## config.mk

```make
export PLATFORM = sky130hd
export DESIGN_NAME = bht_update_ctrl_flat
export DESIGN_NICKNAME = d
export VERILOG_FILES = /design/src/rtl/bht_update_ctrl_if.sv /design/src/rtl/bht_update_ctrl.sv /design/src/flat_wrapper.sv
export SDC_FILE = /design/constraint.sdc
export NUM_CORES = 1
export LEC_CHECK = 0
export CAP_MARGIN = 10
export CORE_AREA = 2 2 208 169
export DETAILED_ROUTE_END_ITERATION = 10
export DIE_AREA = 0 0 210 171
export REMOVE_ABC_BUFFERS = 1
export SYNTH_ARGS = -nofsm -noshare
export SYNTH_HDL_FRONTEND = slang
export SYNTH_SLANG_ARGS = --single-unit
```

## constraint.sdc

```tcl
create_clock -name clk -period 4.4 [get_ports clk]
set_input_delay 0.88 -clock clk [delete_from_list [all_inputs] [get_ports clk]]
set_output_delay 0.88 -clock clk [all_outputs]
set_load 0.05 [all_outputs]
```

## src/rtl/bht_update_ctrl_if.sv

```systemverilog
`default_nettype none
// +----------------------------------------------------------------------------+
// | Module      : bht_update_ctrl_if                                           |
// | Description : Bundle of IF1 lookup, EX resolve and pattern-table write     |
// |               signals for the gshare history/update controller.            |
// | Revision    : 1.0 - initial release                                        |
// +----------------------------------------------------------------------------+
interface bht_update_ctrl_if #(
    parameter int BHR_WIDTH = 4
);
    // IF1 side
    logic                 if1_valid;
    logic [31:0]          if1_pc;
    logic                 pred_taken;
    logic                 if1_ready;
    logic [BHR_WIDTH-1:0] fbhr;
    // EX side and flush
    logic                 ex_valid;
    logic                 ex_taken;
    logic                 flush;
    // Pattern-table write port
    logic                 we;
    logic [31:0]          ex_pc;
    logic [BHR_WIDTH-1:0] wbhr;
    logic                 branched;
    logic                 mispredict;

    // Pipeline side: drives lookups, resolves and flushes
    modport master (
        output if1_valid, if1_pc, pred_taken, ex_valid, ex_taken, flush,
        input  if1_ready, fbhr, we, ex_pc, wbhr, branched, mispredict
    );

    // Controller side
    modport slave (
        input  if1_valid, if1_pc, pred_taken, ex_valid, ex_taken, flush,
        output if1_ready, fbhr, we, ex_pc, wbhr, branched, mispredict
    );
endinterface
`default_nettype wire

```

## src/rtl/bht_update_ctrl.sv

```systemverilog
`default_nettype none
// +----------------------------------------------------------------------------+
// | Module      : bht_update_ctrl                                              |
// | Description : Speculative global history and in-order in-flight branch     |
// |               queue for a gshare predictor; generates the pattern-table    |
// |               update and recovers history on mispredict or flush.          |
// | Revision    : 1.0 - initial release                                        |
// +----------------------------------------------------------------------------+
module bht_update_ctrl #(
    parameter int BHR_WIDTH = 4,
    parameter int DEPTH     = 8
) (
    input  wire logic         clk,
    input  wire logic         rst,
    bht_update_ctrl_if.slave  bus
);

    localparam int                 c_PTR_W = $clog2(DEPTH);
    localparam int                 c_CNT_W = c_PTR_W + 1;
    localparam logic [c_CNT_W-1:0] c_FULL  = c_CNT_W'(DEPTH);

    // In-flight queue storage: {pc, history snapshot, prediction}
    logic [31:0]          r_q_pc  [DEPTH];
    logic [BHR_WIDTH-1:0] r_q_bhr [DEPTH];
    logic [DEPTH-1:0]     r_q_pred;

    logic [c_PTR_W-1:0]   r_head;
    logic [c_PTR_W-1:0]   r_tail;
    logic [c_CNT_W-1:0]   r_count;

    logic [BHR_WIDTH-1:0] r_fbhr;
    logic [BHR_WIDTH-1:0] r_abhr;
    logic [BHR_WIDTH-1:0] r_wbhr;
    logic [31:0]          r_ex_pc;
    logic                 r_we;
    logic                 r_branched;
    logic                 r_mispredict;

    logic                 w_ready;
    logic                 w_push;
    logic                 w_resolve;
    logic                 w_mis;
    logic                 w_accept;
    logic [BHR_WIDTH-1:0] w_resolved_hist;

    // Ready depends on occupancy alone so IF1 never sees a combinational
    // path from the EX side; a same-cycle pop is not credited.
    assign w_ready   = (r_count != c_FULL);
    assign w_push    = bus.if1_valid && w_ready;
    // Flush kills any resolve in the same cycle; empty-queue resolves are ignored.
    assign w_resolve = bus.ex_valid && (r_count != '0) && !bus.flush;
    assign w_mis     = w_resolve && (bus.ex_taken != r_q_pred[r_head]);
    // A push is dropped when the cycle also recovers history (wrong path).
    assign w_accept  = w_push && !bus.flush && !w_mis;
    // History as it should have been after the oldest branch: its snapshot
    // shifted by the real outcome.
    assign w_resolved_hist = {r_q_bhr[r_head][BHR_WIDTH-2:0], bus.ex_taken};

    // Queue payload write; contents need no reset since count gates their use
    always_ff @(posedge clk) begin
        if (w_accept) begin
            r_q_pc[r_tail]   <= bus.if1_pc;
            r_q_bhr[r_tail]  <= r_fbhr;
            r_q_pred[r_tail] <= bus.pred_taken;
        end
    end

    // Pointers, histories and the registered pattern-table update port
    always_ff @(posedge clk or posedge rst) begin
        if (rst) begin
            r_head       <= '0;
            r_tail       <= '0;
            r_count      <= '0;
            r_fbhr       <= '0;
            r_abhr       <= '0;
            r_wbhr       <= '0;
            r_ex_pc      <= '0;
            r_we         <= 1'b0;
            r_branched   <= 1'b0;
            r_mispredict <= 1'b0;
        end else begin
            r_we         <= w_resolve;
            r_mispredict <= w_mis;
            if (w_resolve) begin
                r_ex_pc    <= r_q_pc[r_head];
                r_wbhr     <= r_q_bhr[r_head];
                r_branched <= bus.ex_taken;
                r_abhr     <= w_resolved_hist;
            end
            if (bus.flush) begin
                // Everything in flight is dead; fall back to committed history
                r_head  <= '0;
                r_tail  <= '0;
                r_count <= '0;
                r_fbhr  <= r_abhr;
            end else if (w_mis) begin
                // Younger entries were fetched down the wrong path
                r_head  <= '0;
                r_tail  <= '0;
                r_count <= '0;
                r_fbhr  <= w_resolved_hist;
            end else begin
                if (w_accept) begin
                    r_tail <= r_tail + 1'b1;
                    r_fbhr <= {r_fbhr[BHR_WIDTH-2:0], bus.pred_taken};
                end
                if (w_resolve) begin
                    r_head <= r_head + 1'b1;
                end
                r_count <= r_count + c_CNT_W'(w_accept) - c_CNT_W'(w_resolve);
            end
        end
    end

    assign bus.if1_ready  = w_ready;
    assign bus.fbhr       = r_fbhr;
    assign bus.we         = r_we;
    assign bus.ex_pc      = r_ex_pc;
    assign bus.wbhr       = r_wbhr;
    assign bus.branched   = r_branched;
    assign bus.mispredict = r_mispredict;

endmodule
`default_nettype wire

```

## src/flat_wrapper.sv

```systemverilog
// flat-port wrapper written by rule: the top's interface ports become plain ports
module bht_update_ctrl_flat 
#(
    parameter int BHR_WIDTH = 4,
    parameter int DEPTH     = 8
)
  (clk, rst, bus_if1_valid, bus_if1_pc, bus_pred_taken, bus_ex_valid, bus_ex_taken, bus_flush, bus_if1_ready, bus_fbhr, bus_we, bus_ex_pc, bus_wbhr, bus_branched, bus_mispredict);
  bht_update_ctrl_if #(.BHR_WIDTH(BHR_WIDTH)) bus_i ();
  input  wire logic clk;
  input  wire logic rst;
  input wire logic [$bits(bus_i.if1_valid)-1:0] bus_if1_valid;
  input wire logic [$bits(bus_i.if1_pc)-1:0] bus_if1_pc;
  input wire logic [$bits(bus_i.pred_taken)-1:0] bus_pred_taken;
  input wire logic [$bits(bus_i.ex_valid)-1:0] bus_ex_valid;
  input wire logic [$bits(bus_i.ex_taken)-1:0] bus_ex_taken;
  input wire logic [$bits(bus_i.flush)-1:0] bus_flush;
  output wire logic [$bits(bus_i.if1_ready)-1:0] bus_if1_ready;
  output wire logic [$bits(bus_i.fbhr)-1:0] bus_fbhr;
  output wire logic [$bits(bus_i.we)-1:0] bus_we;
  output wire logic [$bits(bus_i.ex_pc)-1:0] bus_ex_pc;
  output wire logic [$bits(bus_i.wbhr)-1:0] bus_wbhr;
  output wire logic [$bits(bus_i.branched)-1:0] bus_branched;
  output wire logic [$bits(bus_i.mispredict)-1:0] bus_mispredict;
  assign bus_i.if1_valid = bus_if1_valid;
  assign bus_i.if1_pc = bus_if1_pc;
  assign bus_i.pred_taken = bus_pred_taken;
  assign bus_i.ex_valid = bus_ex_valid;
  assign bus_i.ex_taken = bus_ex_taken;
  assign bus_i.flush = bus_flush;
  assign bus_if1_ready = bus_i.if1_ready;
  assign bus_fbhr = bus_i.fbhr;
  assign bus_we = bus_i.we;
  assign bus_ex_pc = bus_i.ex_pc;
  assign bus_wbhr = bus_i.wbhr;
  assign bus_branched = bus_i.branched;
  assign bus_mispredict = bus_i.mispredict;
  bht_update_ctrl #(.BHR_WIDTH(BHR_WIDTH), .DEPTH(DEPTH)) u_core (.clk(clk), .rst(rst), .bus(bus_i));
endmodule
```

==> results.yml, run 1 <==
worst_setup_path:
  critPathArrivalTime_ns: 3.64
  path_max_fanout: 41
  reg2reg_from: "u_core.r_head[1]"
  cp.required_ns: 4.59
  worstSetupStartpoint: "u_core.r_head[1]"
  rr_worst_depth: 6
  startpoint_type: "flop"
  r2r_slack_ns: 0.95
  endpoint: "u_core.r_q_pc[5][0]"
  cp-end-kind: "flop"
  worstSetupPathType: "flop to flop"
  r2r_end: "u_core.r_q_pc[5][0]"
sta:
  fin_tns_setup_ns: 0
  fin_worst_skew_ns: 0.01823
  final_hold_viol_count: 0
  slew_viol_final: 0
  timing.final.crit_share_pct: 78.38
  tightest_slew_ns: 0.8099
  setup_viol: 0
  timing.slew.headroom_pct: 46.01
  period_needed_ns: 3.449
  fmax_mhz: 289.9
  rsz0062_at_grt: "no"
clock_tree:
  htreeDepth: 2
  clock_sinks: 349
  insertion_delay_ns: 0.52
  clkTransAtPathRegs_ns: 0.06
  cts_resized: 0
  cts_buffers: 36
  cts_setup_buffers: 0
  postCtsHoldBufs: 0
  clock-root-buffer: "clkbuf_16"
  cts_buffer_depth: 3
  cts_tree: "yes"
synthesis:
  syn_avg_cell_area_um2: 20.14
  syn_area_um2: 13410
  synth_xor_area_share_pct: 0.3265
  synth-compound-area-share_pct: 2.752
  synth_edf_count: 296
  ys_warn_count: 0
  ys_ff_latch: 349
  synthMuxAreaShare_pct: 15.12
  ys_types: 49
  synth_top_family_by_area: "multiplexers"
  synth_top_area_share_pct: 66.27
  ys_seq_area_share_pct: 76.16
  synthAdderAreaFrac_pct: 0.8956
  synth.largest_area_cell: "edfxtp_1"
  synthSimpleGateAreaFrac_pct: 3.181
  netlist_instances: 666
  synth_ff_type: "edfxtp_1"
  yosys-top-cells-area: "edfxtp_1 (66%), mux4_2 (12%), dfrtp_1 (9.9%), mux2i_1 (2.8%), a21oi_1 (1.4%)"
  synthArstFlopShare_pct: 15.19
global_route:
  grt_max_degree: 76
  grt-ovfl-total: 0
  grtUsageTotal_pct: 15.49
  grt_pass1_wl_mm: 41.88
  first_global_vias: 6993
  grt_antenna_before_repair: 0
outcome:
  status: "complete, no violations"
die:
  die_h_um: 171
  core_area_um2: 34120
  die_area_um2: 35910
  initial_core_util_pct: 39.31
  rows: 61
  io_pins: 83
  dieWidth_um: 210
cells_and_area:
  diodes: 0
  nets: 819
  areaGrowthSynthToFinish_pct: 19.80
  layout-drive-gt1-share_pct: 20.78
  final_cells: 1235
  fin_area_um2: 16070
drt:
  wl_mm: 26.93
  drt_iter0_markers: 371
  via_count: 6399
  dr.pass1.iters: 4
  drcViolationCount: 0
  final_antenna_net_count: 0
  wl_per_cell_um: 21.81
  viasPerCell: 5.181
job:
  cap_violations: 0
placement:
  hpwl_mm: 16.02
  placed_area_um2: 14910
  io_buffer_count: 82
  place.gp.congestion: 0.7239
  place_inst: 1174
min_path:
  holdPathStages: 1
  worstHoldPathType: "flop to flop"
  hp-start: "u_core.bus.wbhr[1]"
pwr:
  p_per_area_nw_per_um2: 609.5
  power.leakage_uw: 0.005120
  power.total_uw: 9793
  ir_drop_v: 0.0003858
==> critical path, stage by stage, from the launching register on <==
cell,delay (ns)
dfrtp_4,0.72
a2111oi_1,0.58
nor4_4,0.12
mux2i_2,0.21
or4b_4,0.61
nor2_4,0.52
buf_4,0.35
==> cells in the mapped netlist, types with 2 or more instances <==
library cell and number:
o31a_1 3, nand2_1 15, nor2_1 48, mux2i_1 37, ha_1 8, buf_1 2, clkbuf_1 21, mux4_2 72
o21a_1 3, a21oi_1 37, buf_6 3, o22a_1 3, edfxtp_1 296, nand2b_1 6, inv_1 11, buf_2 8
nor3_2 2, dfrtp_1 53, o21ai_0 2, o41a_1 3, xnor2_1 4, nor3b_1 2
==> cell usage in the layout (no fill, tap or decap), drive strengths merged, types with 2 or more instances in the layout <==
master         synthesis  final
o31a                   3      3
and3                   2      2
inv                   11     12
nor2                  48     48
nand2b                 6      6
o22a                   3      3
clkbuf                21     41
mux2                   2      2
nor3                   3      3
a21oi                 37     37
o21ai                  2      2
nand2                 15     15
nor3b                  2      2
clkdlybuf4s50          0     82
mux2i                 38     38
dfrtp                 53     53
mux4                  72     72
bufinv                 0      4
ha                     8      8
edfxtp               296    296
o41a                   3      3
clkinv                 0     13
clkinvlp               0      2
buf                   14     20
o21a                   3      3
or4b                   2      2
xnor2                  4      4
==> state kept, by name, indices dropped and copies added (netlist names) <==
| name | cells |
|---|---|
| u_core.bus.ex_pc | 32 |
| u_core.bus.fbhr | 4 |
| u_core.bus.mispredict | 1 |
| u_core.bus.wbhr | 4 |
| u_core.bus.we | 1 |
| u_core.r_abhr | 1 |
| u_core.r_count | 4 |
| u_core.r_head | 3 |
| u_core.r_q_bhr | 32 |
| u_core.r_q_pc | 256 |
| u_core.r_q_pred | 8 |
| u_core.r_tail | 3 |
==> power breakdown <==
| group | total, uW | internal (uW) | switching [uW] |
|---|---|---|---|
| Sequential | 4210 | 3960 | 245 |
| Combinational | 2590 | 1050 | 1550 |
| Clock | 2990 | 1780 | 1210 |
| Total | 9790 | 6790 | 3000 |
==> through the flow <==
stage	hold slack [ns]	setup WS (ns)	utilization [%]
4_1_cts	0.5272	0.8615	47.09
6_report	0.5195	0.9511	47.09
3_5_place_dp	0.5099	0.7188	43.70
2_1_floorplan	0.5503	-2.911	-
3_3_place_gp	0.5041	0.7716	43.70
5_1_grt	0.5563	0.7378	47.09
==> kinds of logic after synthesis <==
kind of cell    Yosys count
mux                     112
buf+inv                  46
flops                   349
simple gates             86
xor+xnor                  5
fa+ha+maj                 9
compound gates           59
==> final cells by class <==
type	count	area (um2)
Inverter	11	41.29
Tap cell	441	551.8
Sequential cell	349	10220
Fill cell	2767	18050
Timing Repair Buffer	102	1033
Clock buffer	41	950.9
Clock inverter	20	207.7
Multi-Input combinational cell	271	3058
==> routing by layer <==
metal	up-vias	track usage, %	wire length [um]
met5	-	0	0
met4	0	3.947	437
met3	43	2.955	1099
met2	122	26.38	13490
met1	3359	20.68	11910
li1	2875	-	-
==> worst min path at each step <==
stage / end / slack [ns]
final: u_core.bus.wbhr[1] / 0.52
after global routing: u_core.bus.ex_pc[21] / 0.56
after CTS: u_core.bus.wbhr[1] / 0.53
after detailed placement: u_core.bus.wbhr[1] / 0.51
after global placement: u_core.bus.wbhr[0] / 0.50
after floorplan: u_core.r_tail[0] / 0.55
No activity file was read; power rests on OpenSTA's default activity.
==> inputs of run 2 (changes only) <==
==> constraint.sdc (replaced) <==
create_clock -name clk -period 3.2 [get_ports clk]
set_input_delay 0.64 -clock clk [delete_from_list [all_inputs] [get_ports clk]]
set_output_delay 0.64 -clock clk [all_outputs]
set_load 0.05 [all_outputs]
==> run 2 against run 1 <==
Final cell count up 0.73%; utilization up 0.37 points; die area unchanged; register-to-register slack worse by 0.72 ns; total power up 38%; worst hold slack worse by 0.16 ns; critical endpoint is now u_core.r_q_pc[1][0]; largest power group unchanged; highest routed layer unchanged.
==> results.yml, run 2 (synthesis gave the netlist of run 1 again) <==
clock_tree:
  clock-root-buffer: "clkbuf_16"
  cts_tree: "yes"
  cts_resized: 0
  htreeDepth: 2
  cts_setup_buffers: 0
  clkTransAtPathRegs_ns: 0.06
  cts_buffers: 35
  insertion_delay_ns: 0.52
  cts_buffer_depth: 3
  postCtsHoldBufs: 0
  clock_sinks: 349
pwr:
  pwr-share-clk_pct: 30.3
  ir_drop_v: 0.0004670
  power.leakage_uw: 0.005164
  intPower_uw: 9348
  p_per_area_nw_per_um2: 831.6
  p_seq_share_pct: 42.6
  swShare_pct: 30.58
  comb_power_share_pct: 27.1
  power_switching_uw: 4118
global_route:
  grtUsageTotal_pct: 15.57
  grt_max_degree: 72
  grt_pass1_wl_mm: 41.92
  grt-ovfl-total: 0
  grt_antenna_before_repair: 0
  first_global_vias: 6997
cells_and_area:
  multiInputGateArea_um2: 3058
  n_fill_cell: 2812
  max_flop_register: "u_core.r_q_pc"
  final_common_cell: "edfxtp_1"
  areaGrowthSynthToFinish_pct: 20.74
  register_area_um2: 10220
  nets: 825
  final_cells: 1244
  diodes: 0
  largest_reg_flops: 256
  layout-drive-gt1-share_pct: 20.80
  layout_common_cells: "edfxtp_1 (296), clkdlybuf4s50_1 (82), mux4_2 (72)"
die:
  core_area_um2: 34120
  die_h_um: 171
  initial_core_util_pct: 39.31
  io_pins: 83
  die_area_um2: 35910
  rows: 61
  dieWidth_um: 210
placement:
  place_inst: 1181
  hpwl_mm: 16.58
  io_buffer_count: 82
  place.gp.congestion: 0.7863
drt:
  viasPerCell: 5.254
  drt_iter0_markers: 494
  drcViolationCount: 0
  wl_per_cell_um: 21.84
  wl_mm: 27.17
  final_antenna_net_count: 0
  dr.pass1.iters: 4
  via_count: 6536
worst_setup_path:
  rr_worst_depth: 7
  critPathArrivalTime_ns: 3.16
  cp.required_ns: 3.39
  cp_slowest_cell: "or4b_4"
  startpoint_type: "flop"
  cp_top_family: "simple AND/OR/NAND/NOR gates"
  cp_slowest_stage_delay_ns: 0.62
  r2r_end: "u_core.r_q_pc[1][0]"
  worstSetupPathType: "flop to flop"
  worst-path-buf-inv: 1
  path_cells: "mux2_1, nor3b_1, nor4_4, mux2i_2, or4b_4, nor3_4, buf_12"
  r2r_slack_ns: 0.23
  path_max_fanout: 37
  reg2reg_from: "u_core.r_head[0]"
  cp-end-kind: "flop"
sta:
  tightest_slew_ns: 1.121
  fmax_mhz: 337.0
  timing.final.crit_share_pct: 92.72
  rsz0062_at_grt: "no"
  setup_viol: 0
  timing.slew.headroom_pct: 25.26
  fin_worst_skew_ns: 0.02185
  slew_viol_final: 0
  final_hold_viol_count: 0
  period_needed_ns: 2.967
  hold_slack_ns: 0.3605
outcome:
  status: "complete, no violations"
min_path:
  worstHoldPathType: "input pin to async pin"
job:
  cap_violations: 0
[run 2: changes by cell type in the layout (fill, tap and decap cells not counted), sizes merged]
cell	change
buf	+7
clkbuf	+6
clkinv	-3
clkinvlp	-1
[run 2: metal layers]
metal / vias to the layer above / global-route usage (%) / wire length, um
met4: 0 / 3.669 / 422
met3: 39 / 2.882 / 1244
met2: 145 / 26.12 / 13330
met5: - / 0 / 0
met1: 3466 / 21.31 / 12170
li1: 2886 / - / -
[run 2: worst max path at each step]
stage	slack, ns	to	from	cells after the start
2_1_floorplan	-3.87	u_core.r_count[2]	bus_flush	9
3_3_place_gp	0.18	u_core.r_count[1]	bus_ex_valid	11
5_1_grt	0.13	u_core.r_q_pc[1][0]	u_core.r_head[0]	7
3_5_place_dp	0.04	u_core.r_count[2]	bus_ex_valid	11
6_report	0.23	u_core.r_q_pc[1][0]	u_core.r_head[0]	7
4_1_cts	0.22	u_core.r_q_pc[1][3]	u_core.r_head[0]	7
[run 2: power by group through the flow]
stage	Clock (uW)	Sequential, uW	Combinational, uW
after floorplan	0	6860	1500
after global placement	0	5810	3660
after detailed placement	0	5840	3710
after CTS	4190	5750	3720
after global routing	4380	5800	3910
final	4080	5740	3650
[run 2: area by class of cell]
type	count	area share, %
Sequential cell	349	63.14
Timing Repair Buffer	109	7.248
Clock buffer	47	5.880
Tap cell	441	3.408
Multi-Input combinational cell	271	18.88
Inverter	11	0.2550
Clock inverter	16	1.190
[run 2: through the flow]
| stage | setup WS [ns] | total power [uW] | util [%] | instance area [um2] | setup TNS [ns] |
|---|---|---|---|---|---|
| 2_1_floorplan | -3.871 | 8355 | - | 13240 | -1190.82 |
| 3_3_place_gp | 0.1811 | 9478 | 44.11 | 15050 | 0 |
| 3_5_place_dp | 0.04111 | 9548 | 44.11 | 15050 | 0 |
| 4_1_cts | 0.2175 | 13660 | 47.46 | 16190 | 0 |
| 5_1_grt | 0.1334 | 14100 | 47.46 | 16190 | 0 |
| 6_report | 0.2331 | 13470 | 47.46 | 16190 | 0 |
